**config.mk**
```make
export PLATFORM = sky130hd
export DESIGN_NAME = uart_rx_ctrl
export DESIGN_NICKNAME = d
export VERILOG_FILES = /design/src/rtl/uart_rx_ctrl.sv
export SDC_FILE = /design/constraint.sdc
export NUM_CORES = 1
export LEC_CHECK = 0
export ABC_AREA = 1
export BUFFER_PORTS_ARGS = -buffer_cell sky130_fd_sc_hd__buf_2
export CELL_PAD_IN_SITES_DETAIL_PLACEMENT = 0
export CELL_PAD_IN_SITES_GLOBAL_PLACEMENT = 2
export CORE_MARGIN = 3
export CORE_UTILIZATION = 38
export CTS_BUF_LIST = sky130_fd_sc_hd__clkbuf_4
export CTS_CLUSTER_DIAMETER = 200
export CTS_CLUSTER_SIZE = 12
export DETAILED_ROUTE_END_ITERATION = 10
export HOLD_SLACK_MARGIN = 0.08
export PLACE_DENSITY_LB_ADDON = 0.1
export SYNTH_ARGS = -nofsm -noshare
export SYNTH_HDL_FRONTEND = slang
export SYNTH_SLANG_ARGS = --single-unit
export TNS_END_PERCENT = 20
```
**constraint.sdc**
```tcl
create_clock -name reg_clk -period 3.9 [get_ports reg_clk]
set_input_delay 0.78 -clock reg_clk [delete_from_list [all_inputs] [get_ports reg_clk]]
set_output_delay 0.78 -clock reg_clk [all_outputs]
set_load 0.01 [all_outputs]
```
**src/rtl/uart_rx_ctrl.sv**
```systemverilog
// UART receive controller: 2-flop synchronizer, 3-sample majority vote, FSM driving an external 9-bit SIPO.
// Optional parity checking is compiled in when UART_RX_PARITY_CHK_EN is defined; otherwise parity_err is tied low.
module uart_rx_ctrl #(
    parameter int OVERSAMPLE = 16,
    parameter int PARITY_ODD = 0
) (
    input  logic reg_clk,
    input  logic reg_rst,
    input  logic baud_tick,
    input  logic rx_in,
    output logic shift,
    output logic serial_data_out,
    output logic load,
    output logic parity_err,
    output logic frame_err,
    output logic busy
);

    localparam int TW = $clog2(OVERSAMPLE);
    localparam logic [TW-1:0] T_MIDM1 = TW'(OVERSAMPLE / 2 - 1);
    localparam logic [TW-1:0] T_MID   = TW'(OVERSAMPLE / 2);
    localparam logic [TW-1:0] T_MIDP1 = TW'(OVERSAMPLE / 2 + 1);
    localparam logic [TW-1:0] T_LAST  = TW'(OVERSAMPLE - 1);

    generate
        if ((OVERSAMPLE < 8) || ((OVERSAMPLE % 2) != 0) || (PARITY_ODD < 0) || (PARITY_ODD > 1)) begin : g_bad_param
            $error("uart_rx_ctrl: OVERSAMPLE must be even and >= 8, PARITY_ODD must be 0 or 1");
        end
    endgenerate

    typedef enum logic [1:0] {
        S_IDLE,
        S_START,
        S_DATA,
        S_STOP
    } state_t;

    function automatic logic maj3(input logic a, input logic b, input logic c);
        return (a & b) | (a & c) | (b & c);
    endfunction

    logic          r_rx_m;
    logic          r_rx_s;
    state_t        r_state;
    logic [TW-1:0] r_tcnt;
    logic [3:0]    r_bcnt;
    logic          r_armed;
    logic [2:0]    r_smp;
    logic          r_shift;
    logic          r_sdo;
    logic          r_load;
    logic          r_frame_err;
    logic          r_busy;

    logic          w_maj_data;
    logic          w_maj_stop;

    assign w_maj_data = maj3(r_smp[0], r_smp[1], r_smp[2]);
    // The stop decision uses the live MID+1 sample so the result is known on that very tick.
    assign w_maj_stop = maj3(r_smp[0], r_smp[1], r_rx_s);

    always_ff @(posedge reg_clk) begin
        if (reg_rst) begin
            r_rx_m <= 1'b1;
            r_rx_s <= 1'b1;
        end else begin
            r_rx_m <= rx_in;
            r_rx_s <= r_rx_m;
        end
    end

    always_ff @(posedge reg_clk) begin
        if (reg_rst) begin
            r_state     <= S_IDLE;
            r_tcnt      <= '0;
            r_bcnt      <= '0;
            r_armed     <= 1'b0;
            r_smp       <= '0;
            r_shift     <= 1'b0;
            r_sdo       <= 1'b0;
            r_load      <= 1'b0;
            r_frame_err <= 1'b0;
            r_busy      <= 1'b0;
        end else begin
            r_shift     <= 1'b0;
            r_load      <= 1'b0;
            r_frame_err <= 1'b0;
            case (r_state)
                S_IDLE: begin
                    // armed only rises on a high line, so a held-low break never retriggers
                    if (r_rx_s) begin
                        r_armed <= 1'b1;
                    end
                    if (baud_tick && r_armed && !r_rx_s) begin
                        r_state <= S_START;
                        r_busy  <= 1'b1;
                        r_tcnt  <= '0;
                        r_armed <= 1'b0;
                    end
                end
                S_START: begin
                    if (baud_tick) begin
                        if ((r_tcnt == T_MID) && r_rx_s) begin
                            r_state <= S_IDLE;
                            r_busy  <= 1'b0;
                            r_tcnt  <= '0;
                        end else if (r_tcnt == T_LAST) begin
                            r_state <= S_DATA;
                            r_tcnt  <= '0;
                            r_bcnt  <= '0;
                        end else begin
                            r_tcnt <= r_tcnt + 1'b1;
                        end
                    end
                end
                S_DATA: begin
                    if (baud_tick) begin
                        if (r_tcnt == T_MIDM1) r_smp[0] <= r_rx_s;
                        if (r_tcnt == T_MID)   r_smp[1] <= r_rx_s;
                        if (r_tcnt == T_MIDP1) r_smp[2] <= r_rx_s;
                        if (r_tcnt == T_LAST) begin
                            r_shift <= 1'b1;
                            r_sdo   <= w_maj_data;
                            r_bcnt  <= r_bcnt + 1'b1;
                            r_tcnt  <= '0;
                            if (r_bcnt == 4'd8) begin
                                r_state <= S_STOP;
                            end
                        end else begin
                            r_tcnt <= r_tcnt + 1'b1;
                        end
                    end
                end
                S_STOP: begin
                    if (baud_tick) begin
                        if (r_tcnt == T_MIDM1) r_smp[0] <= r_rx_s;
                        if (r_tcnt == T_MID)   r_smp[1] <= r_rx_s;
                        if (r_tcnt == T_MIDP1) begin
                            r_state <= S_IDLE;
                            r_busy  <= 1'b0;
                            r_tcnt  <= '0;
                            if (w_maj_stop) begin
                                r_load <= 1'b1;
                            end else begin
                                r_frame_err <= 1'b1;
                            end
                        end else begin
                            r_tcnt <= r_tcnt + 1'b1;
                        end
                    end
                end
                default: begin
                    r_state <= S_IDLE;
                    r_busy  <= 1'b0;
                    r_tcnt  <= '0;
                end
            endcase
        end
    end

`ifdef UART_RX_PARITY_CHK_EN
    logic r_par;

    // Folds each shifted bit in the cycle after its shift pulse; reseeded while idle.
    always_ff @(posedge reg_clk) begin
        if (reg_rst) begin
            r_par <= 1'b0;
        end else if (r_state == S_IDLE && !r_load) begin
            r_par <= (PARITY_ODD != 0);
        end else if (r_shift) begin
            r_par <= r_par ^ r_sdo;
        end
    end

    assign parity_err = r_load & r_par;
`else
    assign parity_err = 1'b0;
`endif

    assign shift           = r_shift;
    assign serial_data_out = r_sdo;
    assign load            = r_load;
    assign frame_err       = r_frame_err;
    assign busy            = r_busy;

endmodule

```
# Word-level counts from Yosys, hierarchy flattened
# Cells that the tools add are included.
# Widths: inputs -> output; s select.
dict set report op_classes {
  n_addsub 2
  eq_ne 19
  muxes 40
  n_bitwise 13
  reduce_logical 19
}
# cell n
set op_table {}
lappend op_table {{$mux 4} 12}
lappend op_table {{$mux 2} 11}
lappend op_table {{$ne 2x2->1 const B} 10}
lappend op_table {{$eq 4x4->1 const B} 4}
lappend op_table {{$pmux 4 s4} 1}
lappend op_table {{$mux 1} 12}
lappend op_table {{$reduce_and 6->1} 2}
lappend op_table {{$reduce_and 3->1} 3}
lappend op_table {{$add 4x1->4 const B} 2}
lappend op_table {{$pmux 2 s4} 1}
lappend op_table {{$pmux 4 s2} 1}
lappend op_table {{$reduce_and 8->1} 1}
lappend op_table {{$reduce_bool 2->1} 3}
lappend op_table {{$and 1x1->1} 5}
lappend op_table {{$eq 2x2->1 const B} 2}
lappend op_table {{$eq 4x3->1 const B} 1}
lappend op_table {{$not 1->1} 4}
lappend op_table {{$or 1x1->1} 4}
lappend op_table {{$pmux 2 s2} 1}
lappend op_table {{$reduce_and 4->1} 1}
lappend op_table {{$reduce_or 4->1} 1}
lappend op_table {{$logic_and 1x1->1} 3}
lappend op_table {{$ne 3x3->1 const B} 1}
lappend op_table {{$pmux 1 s3} 1}
lappend op_table {{other kinds (6)} 6}
dict set report word_totals {
  regBits 21
  inputBits 4
  out_inout_bits 6
  elab_cells 106
}

# Depth between registers and ports, before layout
# Gate-level depths: netlist of the first run.
dict set report depth {
  depth_word 5
  ltp_mapped 11
  ltp_nobuf 11
}

# Least setup slack after synthesis of the first run
# OpenSTA, ideal clock, no wires.
dict set report synth_path {
  kind {input port to flip-flop}
  start {input port reg_rst}
  end {register r_bcnt[2]}
  setup_ps 123
  arrival_time_ps 1391
  required_time_ps 3777
  setup_slack_ps 2385
  cell_stages 4
  path_buffers 1
  cell_sequence {clkbuf_1 -> inv_1 -> o21ai_1 -> nor2_1}
}
# item line_no
set synth_rtl {}
lappend synth_rtl {{start, declared} 8} ;# input logic reg_rst,
lappend synth_rtl {{end signal, assigned} 124} ;# r_bcnt <= r_bcnt + 1'b1;
lappend synth_rtl {{end, declared} 46} ;# logic [3:0] r_bcnt;

# Worst setup path after layout of the first run
dict set report layout_path {
  start {register r_state[0]}
  end {register r_bcnt[3]}
}
dict set report layout_via {
  elab_chain_cells 3
  elab_cells_between_ends 10
  classes_between {eq/ne: 7; mux: 1; reduce/logical: 2}
}
# item line_no
set layout_lines {}
lappend layout_lines {{start, declared} 44} ;# state_t r_state;
lappend layout_lines {{start signal, assigned} 74} ;# r_state <= S_IDLE;
lappend layout_lines {{start signal, assigned} 95} ;# r_state <= S_START;
lappend layout_lines {{start signal, assigned} 104} ;# r_state <= S_IDLE;
lappend layout_lines {{$eq 2x1->1 / $eq 2x2->1 (equally long branches)} 88} ;# case (r_state)
lappend layout_lines {{$ne 2x2->1 (no line) / $reduce_bool 2->1 (equally long branches)} -}
lappend layout_lines {{$reduce_and 6->1 (no line)} -}
# Several ways; a longest one is shown, not always the timed one.
# A chain may end at the register's enable or synchronous reset.

==> results of run 1 <==
-- stage by stage --
stage          instance area [µm²]  setup WS, ps  hold slack [ps]
2_1_floorplan                 1189          2385            389.5
3_3_place_gp                  1262          2148            392.8
3_5_place_dp                  1262          2161            398.1
4_1_cts                       1290          2231            421.4
5_1_grt                       1290          2078            431.5
6_report                      1290          2258            415.9
-- where the power goes --
group	switching, mW	internal (mW)
Combinational	0.107	0.0564
Clock	0.0709	0.0383
Sequential	0.0109	0.227
Total	0.189	0.322
-- Yosys cell counts, types with 2 or more instances --
cell / count / area [µm²]
a21oi_1: 12 / 60.06
buf_4: 2 / 15.01
nand2_1: 31 / 116.4
or2_2: 2 / 12.51
inv_1: 19 / 71.32
inv_2: 5 / 18.77
o21ai_1: 2 / 10.01
dfxtp_1: 21 / 420.4
nand3_1: 12 / 60.06
nand4_1: 5 / 31.28
nor3_1: 2 / 10.01
o21ai_0: 8 / 40.04
nor2_1: 12 / 45.04
ha_1: 11 / 137.6
nand2_2: 5 / 31.28
-- worst max-delay path, delay by kind of cell (launching register included) --
family                     cells  cell delay, ps
and+or+nand+nor                3             310
adders and majority gates      1             300
DFF                            1             380
AOI/OAI and AO/OA              1             300
buffers and inverters          2             240
-- logic make-up (layout without fill, tap and decap cells) --
logic type | Yosys count | after routing | synth area share (%)
compound gates | 25 | 25 | 11.16
xor+xnor | 2 | 2 | 1.474
simple gates | 75 | 75 | 30.63
buf+inv | 28 | 37 | 9.473
flops | 21 | 21 | 35.37
fa+ha+maj | 11 | 11 | 11.58
other cells | 1 | 1 | 0.3155
-- area by class of cell --
type	count	area share, %
Sequential cell	21	32.59
Timing Repair Buffer	8	3.104
Clock inverter	1	0.3880
Tap cell	42	4.074
Clock buffer	3	1.746
Multi-Input combinational cell	114	50.82
Inverter	25	7.274
-- per-layer routing --
| metal | GRT usage (%) | vias up |
|---|---|---|
| met1 | 19.63 | 461 |
| li1 | - | 537 |
| met4 | 2.727 | 0 |
| met5 | 0 | - |
| met3 | 3.926 | 2 |
| met2 | 24.96 | 13 |
-- path summary, 6_finish.rpt --
check	startpoint	end	slack, ps	cells after the start
hold reg to reg	r_rx_m	r_rx_s	420	1
setup / recovery	r_state[0]	r_bcnt[3]	2260	7
hold / removal	r_rx_m	r_rx_s	420	1
setup reg to reg	r_state[0]	r_bcnt[3]	2260	7
==> reports/results.tsv, run 1 <==
metric	value	unit
syn_inst	163	
drt-pass1-iter-count	4	
io_pins	10	
dp_hpwl	1991	µm
cts_buffers	3	
wl	2483	µm
fin_setup_tns	0	ps
syn-num-nets	178	
ys_seq_area_share	35.37	%
maxSlewViolCount	0	
htreeDepth	1	
rsz0062_at_grt	no	
drv_cap	0	
max-clock-path-buffers	2	
total_power	510.8	µW
critPathMaxStageDelay	380	ps
ant_nets	0	
final_util	44.85	%
yosys_warnings	0	
gp_congestion	0.7735	
antenna_found_initial	0	
crit_top_cell	inv_1	
p_leak	0.5687	nW
drt_iter0_drc	30	
rows	19	
ir_worst_vdd	230.5	µV
clk_pin_slew	130	ps
die_w	61.93	µm
finalNetCount	188	
synth-edff-count	0	
met2_length	1139	µm
cp_max_fo	7	
fill_cells	321	
core_area	2877	µm²
hold_violations	0	
clock_latency	310	ps
cp-end-kind	flip-flop	
avgSynthCellArea	7.292	µm²
reg_top3	r_bcnt (4), r_tcnt (4), r_smp (3)	
cp-start-kind	flip-flop	
met3_wirelength	71	µm
placed_cells	210	
grt_pass1_vias	951	
worst_path_max_delay_cell	dfxtp_1	
die_h	61.93	µm
grt_first_pass_wirelength	4209	µm
ys_ff_latch	21	
fin_worst_skew	6.605	ps
gr-usage-all-layers	14.97	%
initial_core_util	41.32	%
hold_buffers	0	
grt_overflow	0	
via_per_inst	4.734	
die_area	3835	µm²
wl_per_cell	11.60	µm
finalSetupViolCount	0	
met1_length	1257	µm
drive_gt1_share	16.86	%
cp.arrival	1840	ps
layout_common_cells	nand2_1, dfxtp_1, inv_1	
cp_cell_sequence	inv_1 -> ha_1 -> inv_1 -> nand2_1 -> nand3_2 -> o21ai_1 -> nor2_1	
fin_crit_sh	42.10	%
cts-root-buf	clkbuf_4	
final_common_cell	nand2_1	
tritoncts	done	
final-instance-count-excl-fill	214	
n_antenna_cell	0	
critPathKind	reg -> reg	
cp.required	4100	ps
syn2layout_area_growth	8.527	%
ys.flop_type	dfxtp_1	
cts_resized	0	
yosysUniqueCellTypes	29	
max_clock_freq	0.6091	GHz
top_layer	met4	
synth_area	1189	µm²
p_per_area	395.9	nW/µm²
status	complete, no violations	
multi_input_comb_area	655.6	µm²
cts_sinks	21	
placement.io_buffers	8	
vias	1013	
postCtsSetupBuffers	0	
drc	0	
final.min_clock_period	1642	ps
async_flop_share	0	%
min_path_type	reg -> reg	
grt_max_degree	13	
seq_area	420.4	µm²
No activity file was read; power rests on OpenSTA's default activity.
==> run 2: changes to the inputs <==
--- a/config.mk
+++ b/config.mk
@@ -10,7 +10,7 @@
 export CELL_PAD_IN_SITES_DETAIL_PLACEMENT = 0
 export CELL_PAD_IN_SITES_GLOBAL_PLACEMENT = 2
 export CORE_MARGIN = 3
-export CORE_UTILIZATION = 38
+export CORE_UTILIZATION = 35
 export CTS_BUF_LIST = sky130_fd_sc_hd__clkbuf_4
 export CTS_CLUSTER_DIAMETER = 200
 export CTS_CLUSTER_SIZE = 12
==> constraint.sdc (replaced) <==
create_clock -name reg_clk -period 1.7 [get_ports reg_clk]
set_input_delay 0.34 -clock reg_clk [delete_from_list [all_inputs] [get_ports reg_clk]]
set_output_delay 0.34 -clock reg_clk [all_outputs]
set_load 0.01 [all_outputs]
==> run 2 against run 1 <==
Sequential cell count stayed put. Critical path depth is 2 higher. Cell count is 0.93% higher. Power is 130% higher. Via count is 2.4% lower. Utilization is 3.6 points lower. Combinational power is 130% higher. Largest cell class unchanged. Highest routed layer unchanged.
==> reports/results.tsv, run 2 (synthesized netlist as in run 1, its figures left out) <==
metric	value	unit	change
status	complete, no violations		
cts_sinks	21		unchanged
postCtsSetupBuffers	0		unchanged
htreeDepth	1		unchanged
layout_common_cells	nand2_1, dfxtp_1, inv_1		
placement.io_buffers	8		unchanged
antenna_found_initial	0		unchanged
hold_buffers	0		unchanged
hold_violations	0		unchanged
drt_iter0_drc	33		+10%
grt_pass1_vias	958		+0.74%
ant_nets	0		unchanged
finalNetCount	188		unchanged
cp-end-kind	flip-flop		
die_h	64.28	µm	+3.8%
reg_top3	r_bcnt (4), r_tcnt (4), r_smp (3)		
syn2layout_area_growth	9.474	%	
multi_input_comb_area	661.9	µm²	+0.95%
rows	20		+1
rsz0062_at_grt	yes		
drt-pass1-iter-count	4		unchanged
die_area	4131	µm²	+7.7%
cp.required	1910	ps	-2190 ps
finalSetupViolCount	0		unchanged
cp_max_fo	7		unchanged
dpl_cell_area	1265	µm²	+0.20%
gr-usage-all-layers	13.36	%	-1.6 points
max-clock-path-buffers	2		unchanged
cp-start-kind	flip-flop		
final_cell_area	1301	µm²	+0.87%
grt_overflow	0		unchanged
fill_cells	352		+9.7%
p_leak	0.5698	nW	+0.19%
die_w	64.28	µm	+3.8%
drv_cap	0		unchanged
p_per_area	903.7	nW/µm²	+130%
cts-root-buf	clkbuf_4		
hold_ws	198.0	ps	-217.9 ps
seq_area	422.9	µm²	+0.60%
cts_buffers	3		unchanged
clock_latency	310	ps	about the same
min_path_type	in -> reg		
gp_congestion	0.7973		+3.1%
initial_core_util	37.70	%	-3.6 points
grt_max_degree	13		unchanged
grt_first_pass_wirelength	4271	µm	+1.5%
wl	2468	µm	-0.60%
ir_worst_vdd	539.1	µV	+130%
drive_gt1_share	19.77	%	+2.9 points
n_antenna_cell	0		unchanged
core_area	3153	µm²	+9.6%
tritoncts	done		
fin_worst_skew	1.673	ps	-4.931 ps
clk_pin_slew	120	ps	about the same
via_per_inst	4.579		-3.3%
critPathKind	reg -> reg		
fin_crit_sh	93.11	%	+51 points
wl_per_cell	11.43	µm	-1.5%
final_common_cell	nand2_1		
max_clock_freq	0.6318	GHz	+3.7%
fin_setup_tns	0	ps	unchanged
dp_hpwl	1921	µm	-3.5%
drc	0		unchanged
cts_resized	2		+2
vias	989		-2.4%
final.min_clock_period	1583	ps	-59.08 ps
io_pins	10		unchanged
cp.arrival	1800	ps	-40 ps
maxSlewViolCount	0		unchanged
## run 2: through the flow
stage               utilization (%)  std cells  power, mW  worst slack, ps
finish                        41.27        216      1.176            117.2
CTS                           41.19        216      1.188            60.77
global route                  41.27        216      1.261           -11.20
detailed placement            40.12        212     0.9317           -44.38
floorplan                         -        163     0.8470            298.3
global placement              40.12        212     0.9334           -11.01
## run 2: final timing paths
| kind | from | depth (start not counted) | slack [ps] | end |
|---|---|---|---|---|
| setup / recovery | r_state[0] | 9 | 120 | r_bcnt[3] |
| hold / removal | rx_in | 2 | 200 | r_rx_m |
| setup reg to reg | r_state[0] | 9 | 120 | r_bcnt[3] |
| hold reg to reg | r_rx_m | 1 | 430 | r_rx_s |
## run 2: where the power goes
group          internal [mW]  leakage [nW]  switching [mW]
clock network         0.0880        0.0177           0.164
logic                  0.131         0.381           0.242
registers              0.523         0.171          0.0279
total                  0.742         0.570           0.434
## run 2: worst max-delay path, cell delays in order (launching register included)
cell and delay (ps):
dfxtp_2 370, inv_1 110, ha_2 280, inv_1 120
nand2_1 90, nand3_2 170, inv_2 110, nand2_1 60
xor2_1 130, nor2_1 50
## run 2: cell type report
type                       count  area share [%]
multi-input combinational    114           50.87
sequential                    21           32.50
inverter                      25           7.212
tap                           44           4.231
timing repair buffer           8           3.077
clock buffer                   3           1.731
clock inverter                 1          0.3846
## run 2: routing by layer
layer	routed length [µm]	part of all wire [%]	global-route usage (%)	vias to the layer above
met2	1156	47	22.94	20
met1	1190	48	15.92	431
met4	20	0.81	3.694	0
li1	-	-	-	536
met3	100	4.1	4.218	2
met5	0	0	0	-
==> run 3: changes to the inputs <==
--- a/config.mk
+++ b/config.mk
@@ -15,8 +15,9 @@
 export CTS_CLUSTER_DIAMETER = 200
 export CTS_CLUSTER_SIZE = 12
 export DETAILED_ROUTE_END_ITERATION = 10
+export GPL_TIMING_DRIVEN = 0
 export HOLD_SLACK_MARGIN = 0.08
-export PLACE_DENSITY_LB_ADDON = 0.1
+export PLACE_DENSITY = 0.77
 export SYNTH_ARGS = -nofsm -noshare
 export SYNTH_HDL_FRONTEND = slang
 export SYNTH_SLANG_ARGS = --single-unit
==> run 3 against run 2 <==
Sequential cell count unchanged. Wire length decreased by 1.8%. First-iteration DRC count grew 18%. Critical path type unchanged.
==> reports/results.tsv, run 3 (synthesized netlist as in run 1, its figures left out) <==
metric	value	unit	change
status	complete, no violations		
cts_buffers	3		unchanged
ant_nets	0		unchanged
drt-pass1-iter-count	4		unchanged
drt_iter0_drc	39		+18%
grt.met3_usage	2.460	%	-1.8 points
syn2layout_area_growth	12.95	%	
cp_cell_sequence	inv_1 -> ha_1 -> o21ai_2 -> nand3_4 -> nor2_4 -> nand3_1 -> nand2_1 -> inv_1 -> nor2_1		
grt_first_pass_wirelength	4374	µm	+2.4%
met1_usage	17.54	%	+1.6 points
finalNetCount	192		+2.1%
critPathMaxStageDelay	380	ps	about the same
final_common_cell	nand2_1		
reg_top3	r_bcnt (4), r_tcnt (4), r_smp (3)		
rsz0062_at_grt	yes		
cp.required	1960	ps	+50 ps
die_h	64.28	µm	unchanged
clock_latency	310	ps	about the same
via_per_inst	4.650		+1.6%
cp.arrival	1780	ps	-20 ps
die_w	64.28	µm	unchanged
tritoncts	done		
min_path_type	in -> reg		
htreeDepth	1		unchanged
reg2reg_slack	180	ps	+60 ps
whs_path_depth	2		unchanged
final-instance-count-excl-fill	220		+1.9%
rows	20		unchanged
vias	1023		+3.4%
fin_setup_tns	0	ps	unchanged
use_met2	21.13	%	-1.8 points
maxSlewViolCount	0		unchanged
cp_max_fo	6		-1
clk_pin_slew	120	ps	about the same
hold_violations	0		unchanged
wl	2424	µm	-1.8%
drv_cap	0		unchanged
p_per_area	897.0	nW/µm²	-0.73%
gr-usage-all-layers	13.40	%	+0.042 points
dpl_cell_area	1279	µm²	+1.1%
max-clock-path-buffers	2		unchanged
final.min_clock_period	1521	ps	-61.87 ps
dp_hpwl	1880	µm	-2.1%
gp_congestion	0.7232		-9.3%
fin_worst_skew	5.536	ps	+3.863 ps
placement.io_buffers	7		-1
drive_gt1_share	21.59	%	+1.8 points
ir_worst_vdd	275.8	µV	-49%
finalSetupViolCount	0		unchanged
initial_core_util	37.70	%	unchanged
antenna_found_initial	0		unchanged
worst_path_max_delay_cell	dfxtp_2		
hold_end	r_rx_m		
p_leak	0.5892	nW	+3.4%
final_cell_area	1343	µm²	+3.2%
io_pins	10		unchanged
max_clock_freq	0.6575	GHz	+4.1%
grt_pass1_vias	1003		+4.7%
placed_cells	214		+0.94%
crit_top_cell	inv_1		
r2r.worst_path.cells	9		unchanged
die_area	4131	µm²	unchanged
busiest_layer	met2		
drc	0		unchanged
hold_buffers	0		unchanged
core_area	3153	µm²	unchanged
wl_per_cell	11.02	µm	-3.6%
cts_sinks	21		unchanged
min_from	rx_in		
cp-end-kind	flip-flop		
cp-start-kind	flip-flop		
fin_crit_sh	89.47	%	-3.6 points
layout_common_cells	nand2_1, inv_1, dfxtp_1		
grt_max_degree	13		unchanged
n_antenna_cell	0		unchanged
cts-root-buf	clkbuf_4		
critPathKind	reg -> reg		
grt_overflow	0		unchanged
[run 3: per-layer routing]
metal	wire length [µm]	vias to the layer above
li1	-	545
met1	1224	461
met2	1063	12
met3	80	5
met4	56	0
met5	0	-
[run 3: how the worst max path moves through the flow]
stage	to	slack (ps)	cells past startpoint
2_1_floorplan	r_bcnt[3]	300	9
3_3_place_gp	r_bcnt[3]	30	7
3_5_place_dp	r_bcnt[3]	20	7
4_1_cts	r_bcnt[3]	10	9
5_1_grt	flip-flop	-7	9
6_report	flip-flop	180	9
[run 3: timing repair]
action,CTS,global route
buffers inserted,0,2
endpoints found under the setup margin,1,11
pin swaps,0,2
gates resized for setup,1,6
[run 3: where the power goes]
group	total (mW)	internal, mW	switching, mW
registers	0.548	0.523	0.0246
clock network	0.249	0.0881	0.161
logic	0.408	0.152	0.256
[run 3: cell type report]
cell class                 instances  area [µm²]
sequential                        21       425.4
multi-input combinational        114       671.9
clock inverter                     1       5.005
buffer                             3       18.77
fill                             352        1810
tap                               44       55.05
clock buffer                       3       22.52
timing repair buffer               9       50.05
inverter                          25       93.84
[run 3: stage by stage]
step	power, mW	setup WS (ps)	hold WS (ps)	utilization (%)
finish	1.204	179.1	200.0	42.58
global placement	0.9350	30.58	392.0	40.56
detailed placement	0.9324	16.40	393.7	40.56
global route	1.310	-6.646	198.7	42.58
CTS	1.191	10.77	192.7	41.55
floorplan	0.8470	298.3	389.5	-
[run 3: worst max-delay path: cells and delay by family, from the launching register on]
| family | cells | cell delay, ps |
|---|---|---|
| AOI/OAI and AO/OA | 1 | 190 |
| adders and majority gates | 1 | 250 |
| buffers and inverters | 2 | 120 |
| DFF | 1 | 380 |
| and+or+nand+nor | 5 | 510 |
